--- src/rtl/decoder_pkg.sv ---
// Shared types and helpers for the registered 3-to-8 handshake decoder.
//   state_e     : controller states (idle, single word pending, self-test sweep)
//   NInDefault  : default code width
//   onehot()    : binary code to one-hot vector, sized for the widest supported code;
//                 callers truncate to their own output width
package decoder_pkg;

  localparam int unsigned NInDefault = 3;
  localparam int unsigned MaxCodeW   = 6;
  localparam int unsigned MaxOutW    = 2 ** MaxCodeW;

  typedef enum logic [1:0] {
    StIdle,
    StHold,
    StSweep
  } state_e;

  function automatic logic [MaxOutW-1:0] onehot(input logic [MaxCodeW-1:0] code);
    logic [MaxOutW-1:0] vec;
    vec       = '0;
    vec[code] = 1'b1;
    return vec;
  endfunction

endpackage

--- src/rtl/dec_sweep_ctr.sv ---
// Sweep bookkeeping for decoder_3_8_hs: sweep code counter, dwell counter and
// terminal-code detection.
//   clk, rst_n : clock, synchronous active-low reset
//   clr        : zero both counters (held while not sweeping)
//   adv        : current sweep code accepted; step code, restart dwell
//   code       : current sweep code, one bit wider than the decoder code
//   dwell_ok   : dwell counter has reached SWEEP_DWELL-1
//   last       : current code is the final one (2**N_IN-1)
module dec_sweep_ctr
  import decoder_pkg::*;
#(
  parameter int unsigned N_IN        = NInDefault,
  parameter int unsigned SWEEP_DWELL = 1
) (
  input  logic          clk,
  input  logic          rst_n,
  input  logic          clr,
  input  logic          adv,
  output logic [N_IN:0] code,
  output logic          dwell_ok,
  output logic          last
);

  localparam int unsigned DwellW = (SWEEP_DWELL > 1) ? $clog2(SWEEP_DWELL) : 1;
  localparam int unsigned CodeW  = N_IN + 1;

  logic [N_IN:0]     code_q, code_d;
  logic [DwellW-1:0] dwell_q, dwell_d;

  assign dwell_ok = (dwell_q == DwellW'(SWEEP_DWELL - 1));
  // Extra counter bit means the terminal code is found by compare, not by wrap.
  assign last     = (code_q == CodeW'(2 ** N_IN - 1));
  assign code     = code_q;

  always_comb begin
    code_d  = code_q;
    dwell_d = dwell_q;
    if (clr) begin
      code_d  = '0;
      dwell_d = '0;
    end else if (adv) begin
      code_d  = code_q + CodeW'(1);
      dwell_d = '0;
    end else if (!dwell_ok) begin
      dwell_d = dwell_q + DwellW'(1);
    end
  end

  always_ff @(posedge clk) begin
    if (!rst_n) begin
      code_q  <= '0;
      dwell_q <= '0;
    end else begin
      code_q  <= code_d;
      dwell_q <= dwell_d;
    end
  end

endmodule

--- src/rtl/decoder_3_8_hs.sv ---
// Registered binary-to-one-hot decoder with valid/ready on both sides and a
// self-test sweep that walks every code 0..2**N_IN-1 in order.
//   clk, rst_n          : clock, synchronous active-low reset
//   en                  : block enable; low forces idle with zero output next cycle
//   in_valid, in_code   : code to decode, taken when in_ready is also high
//   in_ready            : block can accept in_code this cycle
//   sweep               : level request to run a sweep (sampled when idle or freeing)
//   out, out_valid      : registered one-hot word and its valid
//   out_ready           : consumer accepts out this cycle
//   busy                : sweep in progress
//   sweep_done          : one-cycle pulse after the final sweep code is accepted
module decoder_3_8_hs
  import decoder_pkg::*;
#(
  parameter int unsigned N_IN        = NInDefault,
  parameter int unsigned SWEEP_DWELL = 1
) (
  input  logic                 clk,
  input  logic                 rst_n,
  input  logic                 en,
  input  logic                 in_valid,
  input  logic [N_IN-1:0]      in_code,
  output logic                 in_ready,
  input  logic                 sweep,
  output logic [2**N_IN-1:0]   out,
  output logic                 out_valid,
  input  logic                 out_ready,
  output logic                 busy,
  output logic                 sweep_done
);

  localparam int unsigned OutW  = 2 ** N_IN;
  localparam int unsigned CodeW = N_IN + 1;

  state_e          state_q, state_d;
  logic [OutW-1:0] out_q, out_d;
  logic            sweep_done_q, sweep_done_d;

  logic            ctr_clr, ctr_adv, dwell_ok, last;
  logic [N_IN:0]   code, code_nxt;
  logic [OutW-1:0] in_onehot, sweep_onehot_nxt;
  logic            accept;

  dec_sweep_ctr #(
    .N_IN        (N_IN),
    .SWEEP_DWELL (SWEEP_DWELL)
  ) u_sweep_ctr (
    .clk      (clk),
    .rst_n    (rst_n),
    .clr      (ctr_clr),
    .adv      (ctr_adv),
    .code     (code),
    .dwell_ok (dwell_ok),
    .last     (last)
  );

  // Counters only run in SWEEP; everywhere else they sit at zero so entry is clean.
  assign ctr_clr = !en || (state_q != StSweep);
  assign ctr_adv = (state_q == StSweep) && dwell_ok && out_ready;

  assign code_nxt         = code + CodeW'(1);
  assign in_onehot        = OutW'(onehot(MaxCodeW'(in_code)));
  assign sweep_onehot_nxt = OutW'(onehot(MaxCodeW'(code_nxt)));

  assign accept = in_valid && in_ready;

  // State register.
  always_ff @(posedge clk) begin
    if (!rst_n) begin
      state_q      <= StIdle;
      out_q        <= '0;
      sweep_done_q <= 1'b0;
    end else begin
      state_q      <= state_d;
      out_q        <= out_d;
      sweep_done_q <= sweep_done_d;
    end
  end

  // Next state.
  always_comb begin
    state_d      = state_q;
    out_d        = out_q;
    sweep_done_d = 1'b0;
    if (!en) begin
      // Abort: pending word or sweep dropped, no sweep_done.
      state_d = StIdle;
      out_d   = '0;
    end else begin
      unique case (state_q)
        StIdle: begin
          if (accept) begin
            state_d = StHold;
            out_d   = in_onehot;
          end else if (sweep) begin
            state_d = StSweep;
            out_d   = OutW'(1);
          end
        end
        StHold: begin
          if (out_ready) begin
            if (accept) begin
              out_d = in_onehot;
            end else if (sweep) begin
              state_d = StSweep;
              out_d   = OutW'(1);
            end else begin
              state_d = StIdle;
              out_d   = '0;
            end
          end
        end
        StSweep: begin
          if (ctr_adv) begin
            if (last) begin
              state_d      = StIdle;
              out_d        = '0;
              sweep_done_d = 1'b1;
            end else begin
              out_d = sweep_onehot_nxt;
            end
          end
        end
        default: begin
          state_d = StIdle;
          out_d   = '0;
        end
      endcase
    end
  end

  // Outputs.
  always_comb begin
    in_ready   = en && rst_n && ((state_q == StIdle) || ((state_q == StHold) && out_ready));
    out_valid  = (state_q == StHold) || ((state_q == StSweep) && dwell_ok);
    busy       = (state_q == StSweep);
    out        = out_q;
    sweep_done = sweep_done_q;
  end

endmodule

--- config.mk ---
export PLATFORM = sky130hd
export DESIGN_NAME = decoder_3_8_hs
export DESIGN_NICKNAME = d
export VERILOG_FILES = /design/src/rtl/decoder_pkg.sv /design/src/rtl/dec_sweep_ctr.sv /design/src/rtl/decoder_3_8_hs.sv
export SDC_FILE = /design/constraint.sdc
export NUM_CORES = 1
export LEC_CHECK = 0
export BUFFER_PORTS_ARGS = -buffer_cell sky130_fd_sc_hd__buf_2
export CAP_MARGIN = 5
export CELL_PAD_IN_SITES_DETAIL_PLACEMENT = 1
export CELL_PAD_IN_SITES_GLOBAL_PLACEMENT = 1
export CORE_MARGIN = 1
export CORE_UTILIZATION = 38
export CTS_CLUSTER_SIZE = 25
export DETAILED_ROUTE_END_ITERATION = 10
export PLACE_DENSITY_LB_ADDON = 0.1
export SLEW_MARGIN = 20
export SYNTH_ARGS = -nofsm -noshare
export SYNTH_HDL_FRONTEND = slang
export SYNTH_SLANG_ARGS = --single-unit
--- constraint.sdc ---
create_clock -name clk -period 2.5 [get_ports clk]
set_clock_uncertainty 0.2 [all_clocks]
set_input_delay 0.125 -clock clk [delete_from_list [all_inputs] [get_ports clk]]
set_output_delay 0.125 -clock clk [all_outputs]
set_load 0.01 [all_outputs]
Yosys cells after proc, flatten, opt, wreduce, memory -nomap -nowiden
Index checks and enable logic that the tools add are counted.
- flip-flop bits (word level): 16
- output and inout bits: 12
- word-level logic and storage cells: 62
- add/subtract/negate cells: 2
- order comparisons: 4
- eq/ne operators: 9
- muxes and demuxes: 21
- bitwise gates (word level): 2
- reductions and logical operators: 19
- operators by type and width (operator ; count):
    2-to-1 mux 8 bit ; 6
    case mux 8 bit (3 select lines) ; 1
    2-to-1 mux 2 bit ; 7
    logical AND 1 bit ; 8
    less-than comparator 3 x 7 -> 1 bit, second input constant ; 1
    less-than comparator 4 x 7 -> 1 bit, second input constant ; 1
    inequality test 2 bit, second input constant ; 3
    case mux 2 bit (3 select lines) ; 1
    AND reduction 5 bit ; 1
    adder 4 x 1 -> 4 bit, second input constant ; 1
    demux 1 bit (select 4 bit) ; 1
    == test 4 x 3 -> 1 bit, second input constant ; 1
    greater-or-equal comparator 4 x 1 -> 1 bit, second input constant ; 1
    2-to-1 mux 1 bit ; 4
    inequality test 2 x 1 -> 1 bit, second input constant ; 2
    AND reduction 4 bit ; 1
    OR reduction 4 bit ; 1
    demux 1 bit (select 3 bit) ; 1
    greater-or-equal comparator 3 x 1 -> 1 bit, second input constant ; 1
    logical OR 1 bit ; 3
    inequality test 3 bit, second input constant ; 1
    AND reduction 3 bit ; 1
    == test 2 x 1 -> 1 bit, second input constant ; 1
    == test 2 bit, second input constant ; 1
    6 further kinds ; 7

Longest topological paths before layout
Gate-level depths: netlist (run 1).
- depth in word-level cells: 8
- gate-level depth with buffers: 7
- gate-level depth less buffers: 6

By module
Synthesis (run 1) repeated with hierarchy kept, for this count alone.
- cells, all modules: 107
- area total of the unflattened synthesis: 919.6 µm²
- modules (own cells, without submodules) (module ; times used ; cells an instance ; area each (µm²)):
    decoder_3_8_hs ; 1 ; 85 ; 703.2
    dec_sweep_ctr ; 1 ; 22 ; 216.5

Least setup slack after synthesis (run 1)
OpenSTA, ideal clock, no wires.
- path kind: flip-flop to flip-flop
- from: register u_sweep_ctr.code_q[0] (netlist: u_sweep_ctr.code[0])
- to: register out_q[5] (netlist: out[5])
- data arrival time: 1.449 ns
- path slack: 0.760 ns
- stages on the path, launching flop included: 7
- path buffers: 0
- period minus slack after synthesis: 1.740 ns
- cells stage by stage: dfxtp_1 ha_1 nor2b_1 a21oi_1 o32ai_1 nand3_1 a311oi_1
- cells in the longest elaborated chain, start to end: 8
- elaborated cells on any way between the ends: 10
- classes of those cells: add/sub (1); order compare (2); eq/ne (1); mux (5); reduce/logical (1)
- ends and longest elaborated chain (item ; line ; source):
    start, declared ; dec_sweep_ctr.sv:27 ; logic [N_IN:0] code_q, code_d;
    start signal, assigned ; dec_sweep_ctr.sv:54 ; code_q <= code_d;
    adder 4 x 1 -> 4 bit ; decoder_3_8_hs.sv:61 ; assign code_nxt = code + CodeW'(1);
    less-than comparator 4 x 7 -> 1 bit (not written as such) or greater-or-equal comparator 4 x 1 -> 1 bit (tied branches) ; decoder_pkg.sv:21 ; vec[code] = 1'b1;
    logical AND 1 bit (not written as such) ; decoder_pkg.sv:21 ;
    2-to-1 mux 1 bit (not written as such) ; decoder_pkg.sv:21 ;
    demux 1 bit (select 4 bit) ; decoder_pkg.sv:21 ;
    2-to-1 mux 8 bit * ; decoder_3_8_hs.sv:115 ; if (last) begin
    2-to-1 mux 8 bit * ; decoder_3_8_hs.sv:114 ; if (ctr_adv) begin
    case mux 8 bit (3 select lines) * ; decoder_3_8_hs.sv:90 ; unique case (state_q)
    end signal, assigned ; decoder_3_8_hs.sv:75 ; out_q <= out_d;
    end, declared ; decoder_3_8_hs.sv:36 ; logic [OutW-1:0] out_q, out_d;
Every way passes the cells marked *; elsewhere a longest branch is shown, timed or not. The select of a mux whose other input is x is not followed.
A chain may end at the register's enable or synchronous reset.

Worst setup path in the final report (run 1)
- from: register state_q[1]
- to: register out_q[3] (netlist: out[3])
- cells in the longest elaborated chain, start to end: 8
- elaborated cells on any way between the ends: 17
- classes of those cells: eq/ne (5); mux (4); reduce/logical (8)
- ends and longest elaborated chain (item ; line ; source):
    start, declared ; decoder_3_8_hs.sv:35 ; state_e state_q, state_d;
    start signal, assigned ; decoder_3_8_hs.sv:70 ; state_q <= StIdle;
    start signal, assigned ; decoder_3_8_hs.sv:74 ; state_q <= state_d;
    == test 2 x 1 -> 1 bit ; decoder_3_8_hs.sv:90, decoder_3_8_hs.sv:134 ;
    logical AND 1 bit ; decoder_3_8_hs.sv:134 ; in_ready = en && rst_n && ((state_q == StIdle) || ((state_q == StHold) && out_ready));
    logical OR 1 bit ; decoder_3_8_hs.sv:134 ;
    logical AND 1 bit ; decoder_3_8_hs.sv:134 ;
    logical AND 1 bit ; decoder_3_8_hs.sv:65 ; assign accept = in_valid && in_ready;
    2-to-1 mux 8 bit ; decoder_3_8_hs.sv:102 ; if (accept) begin
    2-to-1 mux 8 bit ; decoder_3_8_hs.sv:101 ; if (out_ready) begin
    case mux 8 bit (3 select lines) ; decoder_3_8_hs.sv:90 ;
Parallel ways exist; a longest one is shown, timed or not. The select of a mux whose other input is x is not followed.

==> results by group, run 1 <==
Worst setup path
  • CP max FO: 13
  • Cell family with most CP delay: compound AO/OA/AOI/OAI gates
  • Setup crit end kind: flop
  • Crit path buf inv count: 0
  • R2R Path Start: state_q[1]
  • Reg-to-reg slack, setup: 0.54 ns
  • Worst path cell trace: nand2b_4 -> o41ai_2 -> nand2_1 -> a311oi_1
  • CP Class: reg2reg
  • CP max stage delay: 0.65 ns
  • Critical Path Source Type: flop
  • CP required: 2.50 ns
  • Critical-path top delay cell: dfxtp_1
  • WP data arrival: 1.96 ns
  • Path depth of the worst reg2reg path: 4
  • Worst r2r dst: out[3]

Routing
  • Vias per cell: 5.53
  • Detailed-route via count: 935
  • DR WL/cell: 15.2 microns
  • Pre-antenna DRT Iters: 4
  • Post-DRT Antenna Nets: 0
  • DRC errors left: 0
  • DRT iter0 DRCs: 19
  • Total Wirelength: 2570 microns

GRT
  • Vias in the first global route: 904
  • Initial antenna violation count: 0
  • Global Route Usage Sum: 0.220
  • Largest net degree at the start of global routing: 14
  • First-pass GRT wire length: 4380 microns
  • Grt total ovfl: 0

Clocking
  • CTS root buffer: clkbuf_4
  • Clk_lat worst skew: 0.29 ns
  • Post-CTS sizing: 0
  • CTS tree: done
  • Clock-pin slew on the worst setup and hold paths: 0.10 ns
  • CTS max path bufs: 2
  • Total CTS buffers: 3
  • H-tree levels: 1
  • Num Clock Sinks: 16

Pwr
  • Power Dens Cells: 450 nW/um^2
  • Pleak: 0.477 nW
  • Tot Pwr: 0.521 mW
  • Worst vdd ir: 206 uV

Synthesis
  • Syn_area_per_cell: 8.30 sq um
  • Cells after synthesis: 115
  • Yosys Warn Count: 0
  • Cell variety after synth: 40
  • Syn Nets: 129
  • Post-synth EDFFs: 0
  • Register area share after synthesis: 0.336
  • Yosys reg bits: 16
  • Post-synthesis async set-or-reset flop share: 0
  • Mapped Area: 955 sq um
  • Post-synth top flop: dfxtp_1

Run
  • MaxCap Viol Count: 0

Place
  • Routability cong.: 0.793
  • DP HPWL: 1930 microns
  • IO Port Bufs: 20
  • DP Cell Count: 161

Hold path
  • Hold depth: 4
  • HP Start: in_code[1]
  • Hold WC Path Type: in2reg
  • Worst hold endpoint: out[5]

Floorplanning
  • I/O pins: 21
  • Chip Height: 52.1 microns
  • Initial Util: 0.416
  • FP Rows: 17
  • Die outline width: 52.1 microns
  • Die area: 2720 sq um
  • CORE AREA: 2300 sq um

STA
  • Tmin final: 1.96 ns
  • Final hold vios: 0
  • Final Setup Violations: 0
  • Max Slew Vio Count: 0
  • Relative slew margins: 0.670
  • RSZ-0062 raised after global routing: false
  • Crit share post-route: 0.785
  • Setup tns final: 0 ns
  • Least-Margin Pin Slew: 0.487 ns
  • Achievable Freq: 509 MHz

Final layout
  • Antenna Cells: 0
  • Filler instances: 304
  • Area growth, synth to finish: 21.1%
  • Final #Nets: 156
  • Share of cells above drive strength 1: 0.234
  • Final non-filler cell total: 169
  • End-of-flow core utilization: 0.503

Status
  • Status: complete, no violations
## through the flow
step	worst slack (ns)	area [sq um]	hold slack (ns)
floorplan	0.760	955	0.0681
global placement	0.632	1080	0.239
detailed placement	0.553	1080	0.244
CTS	0.531	1160	0.0150
global route	0.328	1160	0.0270
finish	0.537	1160	0.0199
## layer usage
metal,routed length (microns),GRT usage
met4,31,0.0676
met1,1220,0.291
met2,1240,0.368
met3,76,0.0263
met5,0,0
## cell usage after synthesis (2+ instances only)
cell      instances  area [sq um]
a21oi_1           4          20.0
a311oi_1          3          26.3
a32oi_1           2          17.5
and3_1            2          12.5
buf_2             2          10.0
dfxtp_1          16           320
ha_1              5          62.6
inv_1             5          18.8
inv_2             2          7.51
nand2_1          16          60.1
nand2b_1          3          18.8
nand3_1           7          35.0
nor2_1           10          37.5
nor2b_1           3          18.8
nor3_1            6          30.0
o21ai_0           4          20.0
xor2_1            2          17.5
## registers in the layout (all words and copies together) (netlist names)
register,count
out,8
u_sweep_ctr.code,4
state_q,2
sweep_done,1
u_sweep_ctr.dwell_q,1
## worst max path at each step
stage | from | endpoint | depth (start not counted)
6_report | state_q[1] | out[3] | 4
5_1_grt | u_sweep_ctr.code[0] | out[6] | 6
3_5_place_dp | u_sweep_ctr.code[0] | out[6] | 6
3_3_place_gp | u_sweep_ctr.code[0] | out[6] | 6
4_1_cts | u_sweep_ctr.code[0] | out[6] | 6
2_1_floorplan | u_sweep_ctr.code[0] | out[5] | 6
## what timing repair did
| item | in CTS | in global routing |
|---|---|---|
| hold buffers | 4 | 0 |
| buffers inserted | 0 | 0 |
| hold endpoints to repair | 4 | 0 |
| setup endpoints to repair | 0 | 0 |
## where the power goes
group / switching (mW) / leakage [nW] / total [mW] / internal [mW]
clock: 0.0900 / 0.0210 / 0.179 / 0.0887
sequential: 0.00687 / 0.130 / 0.268 / 0.261
combinational: 0.0438 / 0.326 / 0.0741 / 0.0303
total: 0.141 / 0.477 / 0.521 / 0.380
## worst reg2reg max path, cell delays in order (launching register included)
cell      delay, ns
dfxtp_1        0.65
nand2b_4       0.14
o41ai_2        0.42
nand2_1        0.16
a311oi_1       0.31
## cells by family after synthesis
logic type | Yosys count | synth area share
compound gates | 26 | 0.224
simple gates | 55 | 0.305
xor+xnor | 3 | 0.0275
fa+ha+maj | 5 | 0.0655
buf+inv | 9 | 0.0380
flops | 16 | 0.336
other cells | 1 | 0.00393
## final cells by class
type	count	area, sq um	share of cell area
clock buffer	4	36.3	0.0314
inverter	7	26.3	0.0227
multi-input combinational	90	598	0.517
sequential	16	320	0.277
tap	28	35.0	0.0303
timing repair buffer	24	140	0.121
## layout by cell type (no fill, tap or decap), drive strengths merged, types with 3 or more instances in the layout
master / count
nor2b: 3
nand2b: 4
dfxtp: 16
nor2: 10
a311oi: 3
nor3: 7
a21oi: 5
ha: 5
o21ai: 4
buf: 20
inv: 7
dlygate4sd3: 4
nand2: 16
nand3: 7
clkbuf: 4
Power figures use the tool's default switching activity.
==> run 2: changes to the inputs <==
Settings changed: CORE_UTILIZATION 38 to 35.
Clock period 2.5 ns to 1.6 ns, I/O delays scaled along.
==> run 2 against run 1 <==
Effect of this change: maximum frequency is 22% higher; core utilization is 14 points higher; combinational power grew to 2.8 times the previous value; largest cell class unchanged; clock-buffer cell count stayed put; highest routed layer unchanged; wire length is 47% higher; flip-flop and latch count stayed put; critical path depth is 2 higher; die area is 8.2% higher; the flow now finishes with violations (setup timing); final cell count is 23% higher; non-clock buffer count is 37 higher; total power is 73% higher.
==> results by group, run 2 (synthesis gave the netlist of run 1 again) <==
Status
  • Status: finished, violations left (was complete, no violations)
  • Violated checks: setup timing

GRT
  • First-pass GRT wire length: 4730 microns (was 4380 microns)
  • Global Route Usage Sum: 0.234 (was 0.220)
  • Vias in the first global route: 1034 (was 904)
  • Grt total ovfl: 0 (unchanged)
  • Initial antenna violation count: 0 (unchanged)
  • Largest net degree at the start of global routing: 10 (was 14)

Clocking
  • Clock-pin slew on the worst setup and hold paths: 0.11 ns (was 0.10 ns)
  • Total CTS buffers: 3 (unchanged)
  • CTS root buffer: clkbuf_4 (unchanged)
  • Num Clock Sinks: 16 (unchanged)
  • H-tree levels: 1 (unchanged)
  • CTS tree: done (unchanged)
  • CTS max path bufs: 2 (unchanged)
  • Clk_lat worst skew: 0.30 ns (was 0.29 ns)

Routing
  • DRC errors left: 0 (unchanged)
  • Total Wirelength: 3780 microns (was 2570 microns)
  • Pre-antenna DRT Iters: 4 (unchanged)
  • Vias per cell: 5.48 (was 5.53)
  • Detailed-route via count: 1140 (was 935)
  • DR WL/cell: 18.2 microns (was 15.2 microns)
  • Post-DRT Antenna Nets: 0 (unchanged)
  • DRT iter0 DRCs: 21 (was 19)

Hold path
  • Hold depth: 4 (unchanged)
  • Hold WC Path Type: in2reg (unchanged)

Worst setup path
  • CP required: 1.63 ns (was 2.50 ns)
  • Critical Path Source Type: flop (unchanged)
  • Setup crit end kind: flop (unchanged)
  • CP Class: reg2reg (unchanged)
  • Reg-to-reg slack, setup: -0.01 ns (was 0.54 ns)
  • CP max FO: 5 (was 13)
  • WP data arrival: 1.65 ns (was 1.96 ns)
  • Path depth of the worst reg2reg path: 6 (was 4)

STA
  • Final Setup Violations: 2 (was 0)
  • Tmin final: 1.61 ns (was 1.96 ns)
  • Setup slack after layout: -0.0139 ns (was 0.537 ns)
  • RSZ-0062 raised after global routing: true (was false)
  • Final hold vios: 0 (unchanged)
  • Least-Margin Pin Slew: 0.561 ns (was 0.487 ns)
  • Relative slew margins: 0.621 (was 0.670)
  • Max Slew Vio Count: 0 (unchanged)
  • Achievable Freq: 620 MHz (was 509 MHz)
  • Setup tns final: -0.0250 ns (was 0 ns)
  • Crit share post-route: 1.01 (was 0.785)

Final layout
  • Most frequent cells in the layout: buf_4, buf_2, nand2_1 (was buf_2, nand2_1, dfxtp_1)
  • Area growth, synth to finish: 71.2% (was 21.1%)
  • Antenna Cells: 0 (unchanged)
  • End-of-flow core utilization: 0.648 (was 0.503)
  • Final non-filler cell total: 208 (was 169)
  • Final #Nets: 193 (was 156)
  • Max reg flops: 8 (unchanged)
  • Most common cell after layout, fill and taps aside: buf_4 (was buf_2)
  • Share of cells above drive strength 1: 0.545 (was 0.234)

Place
  • DP HPWL: 2320 microns (was 1930 microns)
  • DP Cell Count: 188 (was 161)
  • Routability cong.: 0.810 (was 0.793)
  • IO Port Bufs: 20 (unchanged)

Pwr
  • Gate power share: 0.232 (was 0.142)
  • Power Dens Cells: 552 nW/um^2 (was 450 nW/um^2)
  • Clk network pwr share: 0.311 (was 0.343)
  • Worst vdd ir: 389 uV (was 206 uV)
  • Pleak: 0.694 nW (was 0.477 nW)
  • P_sw: 0.262 mW (was 0.141 mW)
  • P_int: 0.640 mW (was 0.380 mW)
  • Sw Share: 0.291 (was 0.270)
  • Sequential share of power: 0.457 (was 0.514)

Floorplanning
  • I/O pins: 21 (unchanged)
  • Chip Height: 54.2 microns (was 52.1 microns)
  • FP Rows: 18 (was 17)
  • Die outline width: 54.2 microns (was 52.1 microns)
  • Initial Util: 0.378 (was 0.416)
  • Die area: 2940 sq um (was 2720 sq um)
  • CORE AREA: 2520 sq um (was 2300 sq um)

Run
  • MaxCap Viol Count: 0 (unchanged)
## run 2: cell types whose count changed in the layout (fill, tap and decap cells not counted), sizes merged
cell / change
clkbuf: +1
dlygate4sd3: +3
buf: +33
## run 2: worst paths after layout
path                            start  endpoint
setup / recovery  u_sweep_ctr.dwell_q    out[7]
hold / removal                     en    out[2]
setup reg to reg  u_sweep_ctr.dwell_q    out[7]
hold reg to reg                out[1]    out[1]
## run 2: metrics by stage
stage	area (sq um)	hold WS (ns)	total power [mW]	worst slack, ns
floorplan	976	0.0231	0.490	0.00419
global placement	1290	0.219	0.559	-0.0516
detailed placement	1290	0.220	0.565	-0.134
CTS	1480	0.00918	0.867	0.00227
global route	1630	0.0470	0.941	-0.0921
finish	1630	0.0330	0.902	-0.0139
## run 2: power groups by stage
stage,registers (mW),logic (mW),clock network [mW]
after floorplan,0.425,0.0647,0
after global placement,0.425,0.134,0
after detailed placement,0.426,0.139,0
after CTS,0.411,0.170,0.286
after global routing,0.414,0.220,0.307
final,0.413,0.210,0.280
## run 2: cell type report
class / instances / area [sq um]
clock buffers: 4 / 36.3
flip-flops and latches: 16 / 339
multi-input cells: 90 / 768
fillers: 290 / 888
well taps: 30 / 37.5
inverters: 7 / 26.3
repair buffers: 61 / 427
## run 2: worst max-delay path, stage by stage (launching register included)
cell	delay [ns]
dfxtp_2	0.33
and2b_2	0.25
o21a_1	0.22
a2111oi_4	0.22
buf_4	0.21
nand2_1	0.06
o211ai_1	0.07
## run 2: timing repair
| action | CTS | global route |
|---|---|---|
| setup endpoints to repair | 14 | 10 |
| setup buffers | 6 | 3 |
| gates resized for setup | 12 | 30 |
| pin swaps | 7 | 11 |
| hold buffers | 7 | 0 |
| hold endpoints to repair | 8 | 0 |
## run 2: layer usage
layer | up-vias | GRT usage | share of wire
li1 | 540 | - | -
met1 | 561 | 0.282 | 0.44
met2 | 29 | 0.398 | 0.50
met3 | 10 | 0.0444 | 0.038
met4 | 0 | 0.107 | 0.021
met5 | - | 0 | 0
==> run 3: changes to the inputs <==
Settings changed: CELL_PAD_IN_SITES_DETAIL_PLACEMENT 1 to default, CELL_PAD_IN_SITES_GLOBAL_PLACEMENT 1 to default, CORE_UTILIZATION 35 to 47, CTS_BUF_LIST from default to sky130_fd_sc_hd__clkbuf_4 sky130_fd_sc_hd__clkbuf_8 sky130_fd_sc_hd__clkbuf_16, PLACE_DENSITY from default to 0.73, PLACE_DENSITY_LB_ADDON 0.1 to default.
==> run 3 against run 2 <==
Effect of this change: the flow finishes with violations (hold timing, setup timing); total power down 5.0%; clock-buffer cell count unchanged; via count down 4.5%; combinational power down 17%; sequential power hardly changed; setup slack got worse by 0.055 ns; critical path depth shrank 2; core utilization up 16 points; sequential share of layout area is 1.8 points higher.
==> results by group, run 3 (synthesis gave the netlist of run 1 again) <==
Floorplanning
  • Die area: 2220 sq um (was 2940 sq um)
  • CORE AREA: 1820 sq um (was 2520 sq um)
  • I/O pins: 21 (unchanged)
  • Chip Height: 47.1 microns (was 54.2 microns)
  • Die outline width: 47.1 microns (was 54.2 microns)
  • FP Rows: 15 (was 18)
  • Initial Util: 0.524 (was 0.378)

Clocking
  • Total CTS buffers: 3 (unchanged)
  • Clk_lat worst skew: 0.29 ns (was 0.30 ns)
  • H-tree levels: 1 (unchanged)
  • Clock-pin slew on the worst setup and hold paths: 0.10 ns (was 0.11 ns)
  • CTS max path bufs: 2 (unchanged)
  • Num Clock Sinks: 16 (unchanged)
  • CTS tree: done (unchanged)
  • CTS root buffer: clkbuf_4 (unchanged)

GRT
  • First-pass GRT wire length: 4060 microns (was 4730 microns)
  • Met1 GRT Util: 0.313 (was 0.282)
  • Met2 Usage GRT: 0.433 (was 0.398)
  • Vias in the first global route: 939 (was 1034)
  • Grt peak-use layer: met2 (unchanged)
  • Global Route Usage Sum: 0.261 (was 0.234)
  • Grt total ovfl: 0 (unchanged)
  • M3 GR Usage: 0.0423 (was 0.0444)
  • Initial antenna violation count: 0 (unchanged)
  • Largest net degree at the start of global routing: 10 (unchanged)

Final layout
  • Final non-filler cell total: 194 (was 208)
  • Share of cells above drive strength 1: 0.467 (was 0.545)
  • Area growth, synth to finish: 54.9% (was 71.2%)
  • Final #Nets: 184 (was 193)
  • Most frequent cells in the layout: buf_4, buf_2, nand2_1 (unchanged)
  • Antenna Cells: 0 (unchanged)
  • Filler instances: 110 (was 290)
  • Post-route cell area: 1480 sq um (was 1630 sq um)
  • Most common cell after layout, fill and taps aside: buf_4 (unchanged)
  • Max reg flops: 8 (unchanged)

Pwr
  • P_sw: 0.233 mW (was 0.262 mW)
  • Pleak: 0.627 nW (was 0.694 nW)
  • P_int: 0.625 mW (was 0.640 mW)
  • Tot Pwr: 0.858 mW (was 0.902 mW)
  • Power Dens Cells: 580 nW/um^2 (was 552 nW/um^2)
  • Sequential share of power: 0.480 (was 0.457)
  • Gate power share: 0.202 (was 0.232)
  • Sw Share: 0.271 (was 0.291)
  • Worst vdd ir: 481 uV (was 389 uV)
  • Clk network pwr share: 0.318 (was 0.311)

STA
  • Achievable Freq: 599 MHz (was 620 MHz)
  • Setup slack after layout: -0.0685 ns (was -0.0139 ns)
  • Crit share post-route: 1.04 (was 1.01)
  • Max Slew Vio Count: 0 (unchanged)
  • Final hold vios: 2 (was 0)
  • Setup tns final: -0.104 ns (was -0.0250 ns)
  • Tmin final: 1.67 ns (was 1.61 ns)
  • RSZ-0062 raised after global routing: true (unchanged)
  • Hold slack: -0.0169 ns (was 0.0330 ns)
  • Final Setup Violations: 3 (was 2)

Status
  • Status: finished, violations left (unchanged)
  • Violated checks: hold timing, setup timing (was setup timing)

Worst setup path
  • Critical-path top delay cell: nor4_2 (was dfxtp_2)
  • Cell family with most CP delay: simple AND/OR/NAND/NOR gates (was compound AO/OA/AOI/OAI gates)
  • CP required: 1.61 ns (was 1.63 ns)
  • CP Class: reg2reg (unchanged)
  • WP data arrival: 1.67 ns (was 1.65 ns)
  • CP max FO: 8 (was 5)
  • CP max stage delay: 0.40 ns (was 0.33 ns)
  • Critical Path Source Type: flop (unchanged)
  • Crit path buf inv count: 1 (unchanged)
  • Setup crit end kind: flop (unchanged)
  • Worst path cell trace: buf_4 -> nor4_2 -> nand3_1 -> a311oi_2 (was and2b_2 -> o21a_1 -> a2111oi_4 -> buf_4 -> nand2_1 -> o211ai_1)

Place
  • Routability cong.: 0.846 (was 0.810)
  • IO Port Bufs: 20 (unchanged)
  • DP Area: 1250 sq um (was 1290 sq um)
  • DP Cell Count: 179 (was 188)
  • DP HPWL: 1930 microns (was 2320 microns)

Routing
  • DRT iter0 DRCs: 39 (was 21)
  • Detailed-route via count: 1089 (was 1140)
  • Post-DRT Antenna Nets: 0 (unchanged)
  • Total Wirelength: 2830 microns (was 3780 microns)
  • Vias per cell: 5.61 (was 5.48)
  • DRC errors left: 0 (unchanged)
  • Pre-antenna DRT Iters: 4 (unchanged)
  • DR WL/cell: 14.6 microns (was 18.2 microns)

Hold path
  • Hold WC Path Type: in2reg (unchanged)

Run
  • MaxCap Viol Count: 0 (unchanged)
-- run 3: worst register-to-register path, cell delays in order, from the launching register on --
cell and delay, ns:
dfxtp_4 0.39, buf_4 0.16, nor4_2 0.40, nand3_1 0.16, a311oi_2 0.28
-- run 3: metal layers --
metal,routed length (microns),up-vias,share of wire
met5,0,-,0
li1,-,521,-
met4,132,0,0.047
met1,1190,502,0.42
met2,1350,50,0.47
met3,160,16,0.056
-- run 3: final cells by class --
cell class / count / area, sq um / area share
clock buffers: 4 / 36.3 / 0.0245
inverters: 7 / 26.3 / 0.0178
multi-input cells: 90 / 698 / 0.472
flip-flops and latches: 16 / 334 / 0.226
well taps: 25 / 31.3 / 0.0212
repair buffers: 52 / 353 / 0.239
-- run 3: power groups by stage --
stage | logic [mW] | clock network [mW] | registers, mW
final | 0.174 | 0.272 | 0.412
after global routing | 0.186 | 0.289 | 0.413
after CTS | 0.148 | 0.273 | 0.413
after detailed placement | 0.134 | 0 | 0.424
after global placement | 0.131 | 0 | 0.424
after floorplan | 0.0647 | 0 | 0.425
-- run 3: through the flow --
stage / hold WS (ns) / setup slack [ns] / utilization
2_1_floorplan: 0.0231 / 0.00419 / -
3_3_place_gp: 0.194 / 0.000881 / 0.689
3_5_place_dp: 0.202 / -0.0542 / 0.689
4_1_cts: -0.0696 / -0.00287 / 0.755
5_1_grt: 0.00322 / -0.122 / 0.812
6_report: -0.0169 / -0.0685 / 0.812
-- run 3: what timing repair did --
item	in CTS	in global routing
setup endpoints to repair	8	10
pin swaps	3	6
gates resized for setup	7	17
endpoints found under the hold margin	8	0
setup buffers	1	5
hold buffers	5	0
-- run 3: final timing paths --
path | cells past startpoint | start | slack (ns) | end
worst max-delay path | 4 | state_q[1] | -0.07 | out[5]
worst min-delay path | 3 | in_code[0] | -0.02 | out[5]
worst max register to register | 4 | state_q[1] | -0.07 | out[5]
worst min register to register | 2 | out[1] | 0.25 | out[1]
